**src/rtl/bitmap_encoder32_pkg.sv**
```systemverilog
// Shared parameters and state encoding for the bitmap-to-index encoder.
package encoder_pkg;

    localparam int N = 32;
    localparam int W = 5;

    typedef enum logic {
        S_IDLE,
        S_SCAN
    } encoder_state_t;

    // Clears the lowest set bit of a bitmap. A result of zero means the
    // argument had at most one bit set.
    function automatic logic [N-1:0] clear_lowest(input logic [N-1:0] v);
        return v & (v - N'(1));
    endfunction

endpackage

```
**src/rtl/bitmap_encoder32_penc.sv**
```systemverilog
// Combinational lowest-set-bit encoder over a 32-bit bitmap.
// out is 0 when no bit is set; any tells the two cases apart.
module priority_encoder32
    import encoder_pkg::*;
(
    input  logic [N-1:0] in,
    output logic [W-1:0] out,
    output logic         any
);

    // Scan from the top down so the lowest set bit wins the last assignment.
    always_comb begin
        out = '0;
        for (int i = N - 1; i >= 0; i--) begin
            if (in[i]) begin
                out = W'(i);
            end
        end
    end

    assign any = |in;

endmodule

```
**src/rtl/bitmap_encoder32.sv**
```systemverilog
// Sequential bitmap-to-index encoder: loads a 32-bit bitmap, then emits the
// index of each set bit, lowest first, one per output handshake.
//
//   state  | meaning
//   -------+-----------------------------------------------------------
//   S_IDLE | ready for a new bitmap; a zero bitmap is consumed and dropped
//   S_SCAN | offering the lowest pending index until the bitmap is empty
//
// All outputs decode registered state only; no input reaches an output
// combinationally.
module bitmap_encoder32
    import encoder_pkg::*;
(
    input  logic         clk,
    input  logic         rst,
    input  logic         in_valid,
    output logic         in_ready,
    input  logic [N-1:0] in_vec,
    output logic         out_valid,
    input  logic         out_ready,
    output logic [W-1:0] out_index,
    output logic         out_last,
    output logic         busy
);

    encoder_state_t r_state;
    logic [N-1:0]   r_pending;

    logic [W-1:0]   w_idx;
    logic           w_any;
    logic [N-1:0]   w_rest;
    logic           w_scan;
    logic           w_last;
    logic           w_in_hs;
    logic           w_out_hs;

    priority_encoder32 u_penc (
        .in  (r_pending),
        .out (w_idx),
        .any (w_any)
    );

    // Pending bitmap with the currently offered (lowest) bit removed.
    assign w_rest   = clear_lowest(r_pending);
    assign w_scan   = (r_state == S_SCAN);
    assign w_last   = w_any && (w_rest == '0);
    assign w_in_hs  = !w_scan && in_valid;
    assign w_out_hs = w_scan && out_ready;

    assign in_ready  = !w_scan;
    assign out_valid = w_scan;
    assign busy      = w_scan;
    assign out_index = w_scan ? w_idx : '0;
    assign out_last  = w_scan && w_last;

    // State and pending-bitmap update; reset wins over any handshake.
    always_ff @(posedge clk) begin
        if (rst) begin
            r_state   <= S_IDLE;
            r_pending <= '0;
        end else begin
            case (r_state)
                S_IDLE: begin
                    if (w_in_hs && (in_vec != '0)) begin
                        r_pending <= in_vec;
                        r_state   <= S_SCAN;
                    end
                end
                S_SCAN: begin
                    if (w_out_hs) begin
                        r_pending <= w_rest;
                        if (w_last) begin
                            r_state <= S_IDLE;
                        end
                    end
                end
                default: begin
                    r_state   <= S_IDLE;
                    r_pending <= '0;
                end
            endcase
        end
    end

endmodule

```
**config.mk**
```make
export PLATFORM = sky130hd
export DESIGN_NAME = bitmap_encoder32
export DESIGN_NICKNAME = d
export VERILOG_FILES = /design/src/rtl/bitmap_encoder32_pkg.sv /design/src/rtl/bitmap_encoder32_penc.sv /design/src/rtl/bitmap_encoder32.sv
export SDC_FILE = /design/constraint.sdc
export NUM_CORES = 1
export LEC_CHECK = 0
export BUFFER_PORTS_ARGS = -buffer_cell sky130_fd_sc_hd__buf_4
export CAP_MARGIN = 15
export CELL_PAD_IN_SITES_DETAIL_PLACEMENT = 0
export CELL_PAD_IN_SITES_GLOBAL_PLACEMENT = 2
export CORE_MARGIN = 3
export CORE_UTILIZATION = 28
export DETAILED_ROUTE_END_ITERATION = 10
export PLACE_DENSITY = 0.86
export SYNTH_ARGS = -nofsm -noshare
export SYNTH_HDL_FRONTEND = slang
export SYNTH_HIERARCHICAL = 1
export SYNTH_SLANG_ARGS = --single-unit
```
**constraint.sdc**
```tcl
create_clock -name clk -period 2.3 [get_ports clk]
set_input_delay 0.345 -clock clk [delete_from_list [all_inputs] [get_ports clk]]
set_output_delay 0.345 -clock clk [all_outputs]
set_load 0.005 [all_outputs]
```
==> metrics.cfg <==
[logic_synthesis]
synth_area_um2=2410
netlist_instances=334
synth_seq_cells=33
syn_nets=370
synth_cell_types=57
synth-main-ff-cell=dfxtp_1
synthArstFlopShare_pct=0
ys_warn_count=6
synth_edf_count=0
yosysSeqAreaShare_pct=27.4
syn_area_per_cell_um2=7.23

[timing]
slew_viol_final=0
setup_ws_ns=-0.572
hold_viol=0
worst_pin_slew_ns=0.412
period_minus_slack_ns=2.87
timing.fmax_mhz=348
fin_skew_ns=0.00372
slew_headroom_pct=72.2
rsz0062_at_grt=true
finalSetupViolCount=5
fin_hold_ws_ns=0.307
final.period_utilization_pct=125

[floorplan]
die-width_um=98.8
initial_utilization_pct=29.1
core_area_um2=8300
dieHeight_um=98.8
die-area_um2=9770
fp-row-count=33
num_io_pins=45

[power]
p_switching_w=0.000730
p_comb_share_pct=47.8
finalPower_w=0.00206
vdd_drop_max_mv=0.256
clkPwrFrac_pct=20.7
pwr_density_cell_nw_per_um2=524
netSwitchingFraction_pct=35.5
p_int_w=0.00133
sequentialPowerShare_pct=31.5
p_leak_nw=1.61

[final_layout]
n_antenna_cell=0
multiInputGateArea_um2=1890
nets=496
fill_cells=829
synthToLayoutAreaGrowth_pct=62.5
seq_area_um2=679
drive_above_1_share_pct=44.0

[place]
io_buffers=44
dpl.hpwl_mm=7.61
place_congestion=0.967

[grt]
antenna_found_initial=0
grt-ovfl-total=0
gr-usage-all-layers_pct=19.9
grt_pass1_vias=2995
grt_max_degree=34
grt_pass1_wl_mm=15.5

[clock_tree]
cts_tree=yes
cts.root.buffer_cell=clkbuf_8
htreeDepth=2
cts_hold_buffers=0
worstSkewPairLatency_ns=0.28
clock-sinks=33
clockBufferDepth=2
cts_buffers=5
path_clk_slew_ns=0.07

[setup_path]
endpoint_kind=primary output
r2r_slack_ns=-0.05
ff2ff_path_depth=9
setup.worst_path.start=r_pending[3]$_SDFFE_PP0P_
cp.required_ns=1.96
critPathMaxFanout=8
start_kind=flop
r2r_start=r_pending[3]$_SDFFE_PP0P_
critPathKind=flop to primary output
crit_end=out_last
critPathArrivalTime_ns=2.53
r2r_end=busy$_SDFF_PP0_

[detailed_routing]
drtAntennaViolNets=0
vias=3136
drtIter0Drc=211
wire_per_inst_um=17.4
drc=0
wl_mm=9.84
viasPerCell=5.54
dr.pass1.iters=5

[outcome]
status=finished, violations left
violations=negative setup slack

[min_path]
hp-class=primary input to flop
hold_start=in_vec[25]

[run]
max-cap-violations=0

==> critical path: stages (launching register included) <==
cell and delay, ns:
dfxtp_4 0.36, nor4_4 0.30, buf_4 0.17, nand4_4 0.17, or3_4 0.43, a211oi_1 0.25, nand4_1 0.16, nor4_2 0.23
buf_4 0.17
==> area by class of cell <==
class / count / area share [%]
timing repair buffer: 136 / 28.3
clock inverter: 2 / 0.255
inverter: 8 / 0.766
multi-input combinational: 276 / 48.1
clock buffer: 6 / 1.85
tap: 105 / 3.35
sequential: 33 / 17.3
==> state kept, by name, indices dropped and copies added, names as in the netlist <==
| register | count |
|---|---|
| busy | 1 |
| r_pending | 32 |
==> routing by layer <==
metal / global-route usage (%) / wire length [um]
met2: 30.7 / 4520
met1: 28.8 / 4680
met3: 2.55 / 444
met5: 0 / 0
met4: 5.99 / 188
==> cells in the final DEF, fill, tap and decap left out, drive strengths merged, types with 3 or more instances in the layout <==
cell	instances
buf	136
a21oi	43
nand2	41
nor2	33
dfxtp	33
nor4	22
o21ai	21
nor3	16
and2	9
inv	8
or4	8
nand4	7
nand3	6
clkbuf	6
o31ai	6
o311ai	6
a211oi	4
a31oi	4
o211ai	4
a2111oi	4
or2	4
a21o	3
nor3b	3
o2111ai	3
==> power by group through the flow <==
stage	combinational (W)	clock [W]	sequential, W
after floorplan	0.000395	0	0.000675
after global placement	0.000826	0	0.000656
after detailed placement	0.000823	0	0.000658
after CTS	0.000880	0.000440	0.000647
after global routing	0.00106	0.000458	0.000653
final	0.000982	0.000426	0.000648
==> worst min path at each step <==
stage                                 endpoint  slack, ns  cells after the start
floorplan            r_pending[1]$_SDFFE_PP0P_       0.47                      2
global placement    r_pending[18]$_SDFFE_PP0P_       0.52                      2
detailed placement  r_pending[18]$_SDFFE_PP0P_       0.53                      2
CTS                 r_pending[24]$_SDFFE_PP0P_       0.30                      3
global route        r_pending[30]$_SDFFE_PP0P_       0.31                      3
finish              r_pending[25]$_SDFFE_PP0P_       0.31                      3
==> per-stage QoR <==
step | instance area, um2 | util (%) | setup WS (ns) | instances | setup TNS, ns
2_1_floorplan | 2440 | - | 0.0180 | 334 | 0
3_3_place_gp | 3480 | 41.9 | -0.200 | 552 | -0.270
3_5_place_dp | 3480 | 41.9 | -0.265 | 552 | -0.354
4_1_cts | 3710 | 44.7 | -0.540 | 563 | -0.796
5_1_grt | 3920 | 47.2 | -0.646 | 566 | -1.23
6_report | 3920 | 47.2 | -0.572 | 566 | -0.784
==> synth_stat cells, types with 2 or more instances <==
library cell	count	share of area, %
a2111oi_0	4	1.5
a211oi_1	4	1.2
a21o_1	3	0.93
a21oi_1	43	8.9
a22oi_1	2	0.62
a31oi_1	4	1.0
and2_1	9	2.3
buf_1	2	0.31
buf_6	2	0.93
clkbuf_1	11	1.7
dfxtp_1	33	27
inv_1	8	1.2
mux2i_1	2	0.83
nand2_1	40	6.2
nand2b_1	2	0.52
nand3_1	6	1.2
nand4_1	6	1.6
nand4b_1	2	0.73
nor2_1	33	5.1
nor2b_1	2	0.52
nor3_1	13	2.7
nor3_2	3	1.2
nor3b_1	2	0.62
nor4_1	18	4.7
nor4_2	2	1.0
nor4_4	2	1.8
o2111ai_1	3	1.1
o211ai_1	4	1.2
o21a_1	2	0.62
o21ai_0	19	3.9
o21ai_1	2	0.41
o22ai_1	2	0.52
o311ai_0	6	2.2
o31a_1	2	0.73
o31ai_1	6	1.9
or2_2	2	0.52
or3_1	2	0.52
or4_1	5	1.6
or4_4	3	1.4
==> timing repair <==
action | 4_1_cts | 5_1_grt
endpoints found under the hold margin | 0 | 0
endpoints found under the setup margin | 7 | 10
pin swaps | 15 | 16
buffers inserted | 3 | 4
resized for setup | 34 | 42
cloned | 0 | 0
==> cells by family after synthesis <==
| family | after synthesis | synth area share (%) |
|---|---|---|
| muxes | 2 | 0.829 |
| AOI/OAI and AO/OA | 112 | 29.1 |
| DFF | 33 | 27.4 |
| buffers and inverters | 25 | 4.72 |
| and+or+nand+nor | 160 | 37.1 |
| adders and majority gates | 2 | 0.881 |
Note: power is estimated with default switching activity, not from simulation.
